[config.mk]
export PLATFORM = sky130hd
export DESIGN_NAME = mem_arbiter
export DESIGN_NICKNAME = d
export VERILOG_FILES = /design/src/rtl/mem_arbiter.sv
export SDC_FILE = /design/constraint.sdc
export NUM_CORES = 1
export LEC_CHECK = 0
export ABC_AREA = 1
export BUFFER_PORTS_ARGS = -buffer_cell sky130_fd_sc_hd__buf_2
export CAP_MARGIN = 30
export CORE_ASPECT_RATIO = 1.75
export CORE_MARGIN = 1
export CORE_UTILIZATION = 31
export DETAILED_ROUTE_END_ITERATION = 6
export PLACE_DENSITY = 0.92
export SLEW_MARGIN = 40
export SYNTH_ARGS = -nofsm -noshare
export SYNTH_HDL_FRONTEND = slang
export SYNTH_SLANG_ARGS = --single-unit
export TNS_END_PERCENT = 20
[constraint.sdc]
create_clock -name clk -period 2.3 [get_ports clk]
set_input_delay 0.115 -clock clk [delete_from_list [all_inputs] [get_ports clk]]
set_output_delay 0.115 -clock clk [all_outputs]
set_load 0.01 [all_outputs]
[src/rtl/mem_arbiter.sv]
`default_nettype none
// ----------------------------------------------------------------------------
// Module      : mem_arbiter
// Description : Two-requester (fetch / data) arbiter onto one memory port.
//               Define MEM_ARBITER_RR_EN for round-robin tie-break, else data wins.
// Revision    : 1.0
// ----------------------------------------------------------------------------
module mem_arbiter (
  input  logic        clk,
  input  logic        reset,
  input  logic        i_read,
  input  logic [15:0] i_address,
  output logic [15:0] i_rdata,
  output logic        i_resp,
  input  logic        d_read,
  input  logic        d_write,
  input  logic [15:0] d_address,
  input  logic [15:0] d_wdata,
  input  logic [1:0]  d_byte_enable,
  output logic [15:0] d_rdata,
  output logic        d_resp,
  output logic        mem_read,
  output logic        mem_write,
  output logic [15:0] mem_address,
  output logic [15:0] mem_wdata,
  output logic [1:0]  mem_byte_enable,
  input  logic [15:0] mem_rdata,
  input  logic        mem_resp
);

  typedef enum logic [1:0] {
    IDLE    = 2'd0,
    SERVE_I = 2'd1,
    SERVE_D = 2'd2
  } state_t;

  localparam logic C_GRANT_I = 1'b0;
  localparam logic C_GRANT_D = 1'b1;

  state_t r_state;
  state_t w_next_state;
  logic   r_last_grant;
  logic   w_next_last_grant;
  logic   w_i_req;
  logic   w_d_req;
  logic   w_tie_to_d;

  assign w_i_req = i_read;
  assign w_d_req = d_read | d_write;

`ifdef MEM_ARBITER_RR_EN
  assign w_tie_to_d = (r_last_grant == C_GRANT_I);
`else
  // Always true: data wins every tie; last_grant is still tracked.
  assign w_tie_to_d = (r_last_grant == C_GRANT_I) | (r_last_grant == C_GRANT_D);
`endif

  assign i_rdata = mem_rdata;
  assign d_rdata = mem_rdata;

  always_ff @(posedge clk or posedge reset) begin
    if (reset) begin
      r_state      <= IDLE;
      r_last_grant <= C_GRANT_I;
    end else begin
      r_state      <= w_next_state;
      r_last_grant <= w_next_last_grant;
    end
  end

  always_comb begin
    w_next_state      = r_state;
    w_next_last_grant = r_last_grant;
    mem_read          = 1'b0;
    mem_write         = 1'b0;
    mem_address       = 16'h0000;
    mem_wdata         = 16'h0000;
    mem_byte_enable   = 2'b11;
    i_resp            = 1'b0;
    d_resp            = 1'b0;
    case (r_state)
      IDLE: begin
        if (w_d_req && (!w_i_req || w_tie_to_d)) begin
          w_next_state      = SERVE_D;
          w_next_last_grant = C_GRANT_D;
        end else if (w_i_req) begin
          w_next_state      = SERVE_I;
          w_next_last_grant = C_GRANT_I;
        end
      end
      SERVE_I: begin
        mem_read    = i_read;
        mem_address = i_address;
        i_resp      = mem_resp;
        // A dropped request ends the grant just like a completion.
        if (mem_resp || !w_i_req) begin
          w_next_state = IDLE;
        end
      end
      SERVE_D: begin
        mem_read        = d_read & ~d_write;
        mem_write       = d_write;
        mem_address     = d_address;
        mem_wdata       = d_wdata;
        mem_byte_enable = d_byte_enable;
        d_resp          = mem_resp;
        if (mem_resp || !w_d_req) begin
          w_next_state = IDLE;
        end
      end
      default: begin
        w_next_state = IDLE;
      end
    endcase
  end

endmodule
`default_nettype wire

# Word-level counts from Yosys, hierarchy flattened
# Index checks and enable logic that the tools add are counted.
# word_totals
reg_bits	2
input_bits	72
output_inout_bits	70
# classes
eq_ne	5
muxes	12
bitwise_logic	3
n_reduce_logical	6
# ops
cell	count
$pmux W16 S2	1
$mux W16	1
$mux W2	5
$pmux W2 S3	1
$ne A2 B2 Y1 const B	2
$mux W1	3
$ne A3 B3 Y1 const B	1
$reduce_and A3 Y1	1
$eq A2 B1 Y1 const B	1
$eq A2 B2 Y1 const B	1
$logic_not A1 Y1	2
$logic_not A2 Y1	1
$logic_or A1 B1 Y1	2
$pmux W1 S2	1
$and A1 B1 Y1	1
$not A1 Y1	1
$or A1 B1 Y1	1

# Longest topological paths before layout
# depth
word_depth	5
ltp_mapped	8
ltp_nobuf	8

# Worst setup path before layout
# OpenSTA, ideal clock, no wires.
# synth_path
kind	reg2out
from	register r_state[1]
to	output port mem_address[0]
arrival_time_ns	1.124
path_slack_ns	1.061
path_stages_with_launch	6
n_path_buf	1
cell_sequence	dfrtp_1 inv_1 ha_1 inv_2 buf_2 a21oi_1
# synth_between
elab_chain_cells	2
# synth_rtl
element	line	text
from (decl)	40	state_t r_state;
from (signal assigned)	66	r_state <= w_next_state;
$eq A2 B2 Y1 or $eq A2 B1 Y1 (tied branches)	81	case (r_state)
$pmux W16 S2 *	81	
to (decl)	24	output logic [15:0] mem_address,
# Mark *: on every way between the ends. The rest lies on a longest branch, timed or not.

# Worst setup path in the final report
# layout_path
from	register r_state[1]
to	output port mem_address[6]
# The elaborated chain is that of the path after synthesis.

==> reports/summary.txt <==
GRT overflow - 0
fin nets - 297
gpl congestion - 0.711
DRT Pass-1 Iters - 4
max-slew violation count - 0
Warnings, synthesis - 0
Worst Setup End Kind - output pin
Initial Utilization - 32.6%
total area of sequential cells - 50.0 um^2
Most flops, register - r_state
vias in the first global route - 886
Sw Pwr - 481 uW
CP startpoint kind - register
Clk Latency, worst-skew pair - 210 ps
CP Data Required Time - 2180 ps
Die X - 42.5 um
Max-Cap Viols - 0
Clock power frac - 15.2%
largest fanout on the critical path - 19
Final Power - 911 uW
largest registers - r_state: 2 flops
Peak supply drop - 0.000397 V
status - finished clean
filler cell count - 288
post-route ant nets - 0
final wirelength - 2290 um
Reg clk slew, reported paths - 30 ps
part of the power in combinational logic - 78.4%
FF-to-FF Start - r_state[1]
CORE AREA - 2720 um^2
drt drc - 0
leakage - 0.000834 uW
sequential share of power - 6.3%
net count after synthesis - 236
TNS Setup - 0 ps
final hold viol count - 0
dominant cell type by area after synthesis - buf_4
Post-DP Area - 1090 um^2
Slew @ Worst Pin - 661 ps
I/O pin cnt - 142
IO Port Bufs - 93
minimum clock period - 1850 ps
Internal Power - 429 uW
Clock Path Buffers - 2
mapped cell area - 888 um^2
Num CTS Buffers - 3
synth top area cells - buf_4 28%, nand2_1 25%, inv_1 12%, a21oi_1 9.6%, dfrtp_1 5.6%
sw frac - 52.9%
post-synth cell types - 15
Tot GR Track Use - 14.1%
Max Clock Freq - 540 MHz
Final Cycle Share - 80.5%
routed vias/inst - 4.31
Slew HR - 55.9%
Finished Cell Area - 1140 um^2
largest net degree at the start of global routing - 20
Post-CTS Setup Bufs - 0
antenna violations before repair - 0
final setup fails - 0
hpwl dp - 1880 um
floorplan die height - 72.8 um
ANT cells - 0
post-CTS sizing - 0
Post-Syn Instances - 160
RSZ-0062 raised after global routing - no
H-tree depth - 1
max reg flops - 2
multi-input logic area - 424 um^2
TritonCTS clock tree - done
min-delay src - mem_rdata[5]
Mapped Avg Cell Area - 5.55 um^2
clock root cell - clkbuf_8
sequential area share after synthesis - 5.63%
first-pass GRT wire length - 3470 um
num rows - 25
cts hold-fix bufs - 1
clk sinks - 2
Critical Path Source - r_state[1]
WP data arrival - 1740 ps
synthesis-to-layout area growth - 28.5%
HP Class - in -> out
share of cells above drive strength 1 - 47.0%
DR vias - 1061
Pwr per Cell Area - 798 nW/um^2
Setup CP Type - reg -> out
Yosys top cell area share - 27.9%
Initial DRC Count - 15
Seq cells post-synth - 2
DIE AREA - 3090 um^2
Worst Skew - 0.201 ps
wire per inst - 9.29 um
-- per-layer routing --
| metal | vias up | part of all wire [%] | global-route usage, % |
|---|---|---|---|
| met4 | 0 | 2.5 | 9.38 |
| li1 | 557 | - | - |
| met1 | 451 | 35 | 13.5 |
| met5 | - | 0 | 0 |
| met3 | 7 | 9.2 | 2.23 |
| met2 | 46 | 53 | 26.5 |
-- kinds of logic after synthesis --
logic type | share of synthesized area, %
compound gates | 9.58
buf+inv | 46.6
simple gates | 32.5
flops | 5.63
fa+ha+maj | 5.63
-- power groups by stage --
stage | clock (uW) | combinational, uW | sequential, uW
after floorplan | 0 | 543 | 55.8
after global placement | 0 | 705 | 56.9
after detailed placement | 0 | 719 | 58.4
after CTS | 144 | 721 | 57.9
after global routing | 152 | 806 | 60.1
final | 139 | 715 | 57.6
-- layout make-up --
| class | instances | area share (%) |
|---|---|---|
| timing repair buffer | 95 | 42.3 |
| multi-input combinational | 90 | 37.2 |
| inverter | 29 | 9.54 |
| sequential | 2 | 4.39 |
| clock buffer | 3 | 3.62 |
| tap | 27 | 2.96 |
-- through the flow --
stage,instances,setup WS [ps],hold WS (ps),utilization [%]
2_1_floorplan,160,1060,-144,-
3_3_place_gp,242,657,-31.6,40.0
3_5_place_dp,242,625,-35.6,40.0
4_1_cts,246,404,228,41.9
5_1_grt,246,297,230,41.9
6_report,246,449,230,41.9
-- layout by cell type (no fill, tap or decap) --
| cell type | n |
|---|---|
| nand4_1 | 2 |
| buf_4 | 1 |
| ha_1 | 4 |
| inv_1 | 28 |
| nand2_2 | 2 |
| inv_2 | 1 |
| nand2_1 | 58 |
| buf_2 | 93 |
| nand3_1 | 1 |
| nand3_2 | 3 |
| dfrtp_1 | 2 |
| nor2_1 | 3 |
| dlygate4sd3_1 | 1 |
| clkbuf_8 | 3 |
| a21oi_1 | 17 |
-- worst paths after layout --
| check | depth (start not counted) | slack [ps] | end |
|---|---|---|---|
| hold / removal | 0 | 230 | d_rdata[5] |
| setup / recovery | 5 | 450 | mem_address[6] |
| hold reg to reg | 2 | 510 | r_state[0] |
| min in group asynchronous | 3 | 300 | r_state[1] |
| max in group asynchronous | 3 | 1900 | r_state[0] |
| setup reg to reg | 5 | 710 | r_state[1] |
-- Yosys cell counts (all sizes together) --
master	number
a21oi	17
buf	39
dfrtp	2
ha	4
inv	29
nand2	60
nand3	4
nand4	2
nor2	3
-- critical path: stages (launching register included) --
cell,delay [ps]
dfrtp_1,400
inv_1,90
ha_1,580
nand2_1,120
a21oi_1,180
buf_2,150
No activity file was read; power rests on OpenSTA's default activity.
